--- src/rtl/shot_input_controller.sv ---
// Button front end for the 5x5 battleship board: synchronize/debounce five buttons, move a wrap-around
// cursor and issue paced fire strobes. Optional macro SHOT_CTRL_REPEAT_GUARD_EN refuses shots at MISS/HIT cells.
module shot_input_controller #(
  parameter int ROWS            = 5,
  parameter int COLS            = 5,
  parameter int DEBOUNCE_CYCLES = 4,
  parameter int COOLDOWN_CYCLES = 3,
  parameter int MAX_SHOTS       = 15
) (
  input  logic       clk,
  input  logic       rst,
  input  logic       btn_up,
  input  logic       btn_down,
  input  logic       btn_left,
  input  logic       btn_right,
  input  logic       btn_fire,
  input  logic [1:0] cell_state,
  output logic       shoot,
  output logic [3:0] shootRow,
  output logic [3:0] shootCol,
  output logic [3:0] cursorRow,
  output logic [3:0] cursorCol,
  output logic       busy,
  output logic       reject,
  output logic [7:0] shot_count,
  output logic       game_over
);

  localparam int BTN_UP    = 0;
  localparam int BTN_DOWN  = 1;
  localparam int BTN_LEFT  = 2;
  localparam int BTN_RIGHT = 3;
  localparam int BTN_FIRE  = 4;

  localparam int DB_W = (DEBOUNCE_CYCLES > 1) ? $clog2(DEBOUNCE_CYCLES) : 1;
  localparam int CD_W = (COOLDOWN_CYCLES > 1) ? $clog2(COOLDOWN_CYCLES) : 1;

  localparam logic [DB_W-1:0] DB_LAST   = DB_W'(DEBOUNCE_CYCLES - 1);
  localparam logic [CD_W-1:0] CD_LOAD   = CD_W'((COOLDOWN_CYCLES > 0) ? COOLDOWN_CYCLES - 1 : 0);
  localparam logic [3:0]      ROW_LAST  = 4'(ROWS - 1);
  localparam logic [3:0]      COL_LAST  = 4'(COLS - 1);
  localparam logic [7:0]      SHOTS_MAX = 8'(MAX_SHOTS);

  localparam logic [1:0] S_IDLE = 2'd0;
  localparam logic [1:0] S_FIRE = 2'd1;
  localparam logic [1:0] S_COOL = 2'd2;

  logic [4:0]            w_raw;
  logic [4:0]            r_sync1;
  logic [4:0]            r_sync2;
  logic [4:0]            r_db_level;
  logic [4:0]            r_level_d;
  logic [4:0]            r_press;
  logic [4:0][DB_W-1:0]  r_db_cnt;

  logic [3:0]            r_row;
  logic [3:0]            r_col;
  logic [3:0]            w_row_next;
  logic [3:0]            w_col_next;

  logic [1:0]            r_state;
  logic [CD_W-1:0]       r_cd_cnt;
  logic [3:0]            r_shoot_row;
  logic [3:0]            r_shoot_col;
  logic                  r_reject;
  logic [7:0]            r_shot_count;
  logic                  r_game_over;

  logic                  w_up;
  logic                  w_down;
  logic                  w_left;
  logic                  w_right;
  logic                  w_fire_evt;
  logic                  w_guard_refuse;

  assign w_raw = {btn_fire, btn_right, btn_left, btn_down, btn_up};

  // Press events are registered so the FSM and cursor both see them one cycle after the debounced rise.
  always_ff @(posedge clk) begin
    if (rst) begin
      // NOTE: every stage, including the per-button counter array, is cleared so reset leaves no stale press.
      r_sync1    <= '0;
      r_sync2    <= '0;
      r_db_level <= '0;
      r_level_d  <= '0;
      r_press    <= '0;
      r_db_cnt   <= '0;
    end else begin
      // NOTE: non-blocking assignments let each flop sample the previous stage's old value.
      r_sync1   <= w_raw;
      r_sync2   <= r_sync1;
      r_level_d <= r_db_level;
      r_press   <= r_db_level & ~r_level_d;
      for (int i = 0; i < 5; i++) begin
        if (r_sync2[i] == r_db_level[i]) begin
          r_db_cnt[i] <= '0;
        end else if (r_db_cnt[i] == DB_LAST) begin
          r_db_level[i] <= r_sync2[i];
          r_db_cnt[i]   <= '0;
        end else begin
          r_db_cnt[i] <= r_db_cnt[i] + DB_W'(1);
        end
      end
    end
  end

  assign w_up       = r_press[BTN_UP];
  assign w_down     = r_press[BTN_DOWN];
  assign w_left     = r_press[BTN_LEFT];
  assign w_right    = r_press[BTN_RIGHT];
  assign w_fire_evt = r_press[BTN_FIRE];

  always_comb begin
    // NOTE: defaults first so no path leaves these unassigned and infers a latch.
    w_row_next = r_row;
    w_col_next = r_col;
    if (w_up && !w_down) begin
      w_row_next = (r_row == 4'd0) ? ROW_LAST : r_row - 4'd1;
    end else if (w_down && !w_up) begin
      w_row_next = (r_row == ROW_LAST) ? 4'd0 : r_row + 4'd1;
    end
    if (w_left && !w_right) begin
      w_col_next = (r_col == 4'd0) ? COL_LAST : r_col - 4'd1;
    end else if (w_right && !w_left) begin
      w_col_next = (r_col == COL_LAST) ? 4'd0 : r_col + 4'd1;
    end
  end

  always_ff @(posedge clk) begin
    if (rst) begin
      r_row <= '0;
      r_col <= '0;
    end else begin
      r_row <= w_row_next;
      r_col <= w_col_next;
    end
  end

`ifdef SHOT_CTRL_REPEAT_GUARD_EN
  assign w_guard_refuse = cell_state[1];
`else
  logic w_unused_cell;
  assign w_unused_cell  = ^cell_state;
  assign w_guard_refuse = 1'b0;
`endif

  // The target is latched from the pre-move cursor, so a simultaneous move never shifts the shot.
  always_ff @(posedge clk) begin
    if (rst) begin
      r_state      <= S_IDLE;
      r_cd_cnt     <= '0;
      r_shoot_row  <= '0;
      r_shoot_col  <= '0;
      r_reject     <= 1'b0;
      r_shot_count <= '0;
      r_game_over  <= 1'b0;
    end else begin
      r_reject <= 1'b0;
      case (r_state)
        S_IDLE: begin
          if (w_fire_evt) begin
            if (r_game_over || w_guard_refuse) begin
              r_reject <= 1'b1;
            end else begin
              r_shoot_row <= r_row;
              r_shoot_col <= r_col;
              r_state     <= S_FIRE;
            end
          end
        end
        S_FIRE: begin
          if (r_shot_count != SHOTS_MAX) r_shot_count <= r_shot_count + 8'd1;
          if (r_shot_count == SHOTS_MAX - 8'd1) r_game_over <= 1'b1;
          r_cd_cnt <= CD_LOAD;
          r_state  <= (COOLDOWN_CYCLES > 0) ? S_COOL : S_IDLE;
        end
        S_COOL: begin
          if (r_cd_cnt == '0) r_state <= S_IDLE;
          else                r_cd_cnt <= r_cd_cnt - CD_W'(1);
        end
        default: r_state <= S_IDLE;
      endcase
    end
  end

  assign shoot      = (r_state == S_FIRE);
  assign busy       = (r_state != S_IDLE);
  assign reject     = r_reject;
  assign shootRow   = r_shoot_row;
  assign shootCol   = r_shoot_col;
  assign cursorRow  = r_row;
  assign cursorCol  = r_col;
  assign shot_count = r_shot_count;
  assign game_over  = r_game_over;

endmodule

--- config.mk ---
export PLATFORM = sky130hd
export DESIGN_NAME = shot_input_controller
export DESIGN_NICKNAME = d
export VERILOG_FILES = /design/src/rtl/shot_input_controller.sv
export SDC_FILE = /design/constraint.sdc
export NUM_CORES = 1
export LEC_CHECK = 0
export CORE_ASPECT_RATIO = 0.6
export CORE_MARGIN = 5
export CORE_UTILIZATION = 45
export CTS_CLUSTER_DIAMETER = 150
export DETAILED_ROUTE_END_ITERATION = 8
export PLACE_DENSITY_LB_ADDON = 0.1
export REMOVE_ABC_BUFFERS = 1
export SETUP_SLACK_MARGIN = 0.5
export SKIP_CTS_REPAIR_TIMING = 1
export SYNTH_ARGS = -nofsm -noshare
export SYNTH_HDL_FRONTEND = slang
export SYNTH_SLANG_ARGS = --single-unit
--- constraint.sdc ---
create_clock -name clk -period 1.75 [get_ports clk]
set_clock_uncertainty 0.05 [all_clocks]
set_input_delay 0.175 -clock clk [delete_from_list [all_inputs] [get_ports clk]]
set_output_delay 0.175 -clock clk [all_outputs]
set_load 0.03 [all_outputs]
==> impl_metrics.yaml <==
setup_path:
  r2r-end: "cursorCol[3]"
  crit_chain: "inv_2 > ha_4 > or4b_4 > a21oi_2 > mux2_4"
  cp.depth: 5
  endpoint_kind: "flop"
  ff2ff_path_depth: 5
  rr_startpoint: "r_press[3]"
  critPathMaxStageDelay_ps: 460
  crit_type: "reg2reg"
  setup.worst_path.start: "r_press[3]"
  crit_buf_inv: 1
  worst_ep_arrival_time_ps: 1780
  critPathTopFamily: "simple AND/OR/NAND/NOR gates"
  startpoint_type: "flop"
  critPathRequiredTime_ps: 1920
  r2r_slack_ps: 140
  endpoint: "cursorCol[3]"
  crit_slowest_cell: "or4b_4"
  worstPathMaxFanout: 2
grt:
  track_usage: 0.135
  grt_pass1_wl_mm: 8.14
  grt-ovfl-total: 0
  antenna_found_initial: 0
  grt_max_degree: 24
  grt_pass1_vias: 1788
synth:
  synth_edf_count: 0
  synth_common_cells: "65 x dfxtp_1, 28 x nor2b_1, 27 x nor2_1"
  ys_warn_count: 0
  synth_top_area_share: 0.486
  async_flop_share: 0
  synth.most_common_cell: "dfxtp_1"
  syn_avg_cell_area_um2: 9.56
  synthDistinctLibCells: 40
  ys_seq_area_frac: 0.486
  syn_inst: 280
  syn_area_um2: 2680
  synth_flop_cell: "dfxtp_1"
  synth_top_area_cell: "dfxtp_1"
  synth_top_cells_by_area: "dfxtp_1 49%, ha_1 7.5%, nor2b_1 6.5%, a21oi_1 4.1%, nor2_1 3.8%"
  ys_ff_latch: 65
detailed_routing:
  drtPass1Iterations: 4
  drt-vias-per-instance: 5.09
  postRouteWirelength_mm: 5.87
  drt-initial-drc-count: 89
  via_count: 2185
  antenna_left: 0
  drc_errors: 0
  wl_per_cell_um: 13.7
cells_and_area:
  multi_input_area_um2: 1590
  fillers: 426
  regArea_um2: 1350
  fin_area_um2: 3850
  fin_nets: 369
  final_util: 0.679
  diodes: 0
  area_growth_pct: 43.9
  drive_above_1_share: 0.413
pwr:
  powerDensity_nw_per_um2: 739
  p_total_uw: 2850
  max-vdd-ir-drop_uv: 435
  leakagePower_uw: 0.00161
timing:
  tightest_slew_ps: 346
  maxSlewHeadroom: 0.769
  finalCritPeriodShare: 0.921
  max_clock_freq_ghz: 0.621
  setup_ws_ps: 139
  setup_violations: 0
  setup_tns_ps: 0
  period_minus_slack_ps: 1610
  final_max_slew_viol_count: 0
  finalHoldViolCount: 0
  rsz0062_at_grt: "yes"
clock_tree:
  cts_tree: "done"
  numCtsBuffers: 9
  root_buffer: "clkbuf_8"
  cts.clk_slew.worst_paths_ps: 70
  clockBufferDepth: 2
  cts_sinks: 65
  insertion_delay_ps: 330
  htree_levels: 3
run:
  drv_cap: 0
run_status:
  status: "completed"
floorplan:
  fp.dieH_um: 69.7
  ioPinCount: 37
  die_x_um: 110
  initial_core_util: 0.472
  die_area_um2: 7640
  rows: 21
  core_um2: 5680
placement:
  pre_cts_ws_ps: 159
  dpl.hpwl_mm: 3.44
  port_buffers: 34
  placed_area_um2: 3170
  routabilityCongestion: 0.841
worst_hold_path:
  hold_path_class: "in2reg"
[cell type report]
cell class,count,share of cell area
clock buffers,14,0.0448
clock inverters,2,0.00909
inverters,19,0.0185
multi-input cells,189,0.412
flip-flops and latches,65,0.351
well taps,80,0.0260
repair buffers,60,0.139
[registers in the layout, indices dropped and copies added, names as in the netlist, 5 cells and up]
signal,count
r_db_cnt,10
r_db_level,5
r_level_d,5
r_press,5
r_sync1,5
r_sync2,5
shot_count,8
[through the flow]
| stage | hold WS (ps) | cells |
|---|---|---|
| after detailed placement | 324 | 398 |
| after global placement | 322 | 398 |
| after CTS | 118 | 414 |
| final | 123 | 429 |
| after floorplan | 194 | 272 |
| after global routing | 126 | 429 |
[placed cells by master (no fill, tap or decap), types with 7 or more instances in the layout]
master	instances
ha_4	7
clkbuf_4	7
dfxtp_1	41
a21oi_2	7
ha_1	8
xnor2_1	7
buf_6	10
clkbuf_2	8
inv_1	13
nor2b_1	26
a21oi_1	15
buf_4	19
dfxtp_4	8
dlymetal6s2s_1	9
nor2_1	26
nand2_1	15
dfxtp_2	16
clkbuf_8	12
[worst min-delay path by stage]
stage	from	endpoint	slack [ps]	depth (start not counted)
after detailed placement	r_level_d[2]	r_press[2]	320	1
after CTS	rst	r_sync1[2]	120	2
after global routing	rst	r_sync1[2]	130	2
after global placement	r_level_d[0]	r_press[0]	320	1
after floorplan	rst	cursorCol[0]	190	1
final	rst	r_sync1[0]	120	2
[where the power goes]
group / switching, µW / internal, µW
Clock: 522 / 774
Sequential: 5.99 / 1480
Combinational: 32.2 / 30.3
Total: 560 / 2280
[routing by layer]
| layer | wire, µm | track usage |
|---|---|---|
| met5 | 0 | 0 |
| met2 | 2620 | 0.185 |
| met3 | 395 | 0.0549 |
| met1 | 2780 | 0.182 |
| met4 | 72 | 0.0595 |
[cells by family after synthesis]
family | share of synthesized area
AO/OA/AOI/OAI | 0.114
XOR/XNOR | 0.0229
adder cells (fa/ha/maj) | 0.0748
buffers and inverters | 0.0411
flip-flops | 0.486
multiplexers | 0.0355
AND/OR/NAND/NOR | 0.225
[worst register-to-register path: stages (launching register included)]
cell,delay [ps]
dfxtp_2,320
inv_2,60
ha_4,130
or4b_4,460
a21oi_2,170
mux2_4,310
(Power assumes the default switching activity.)
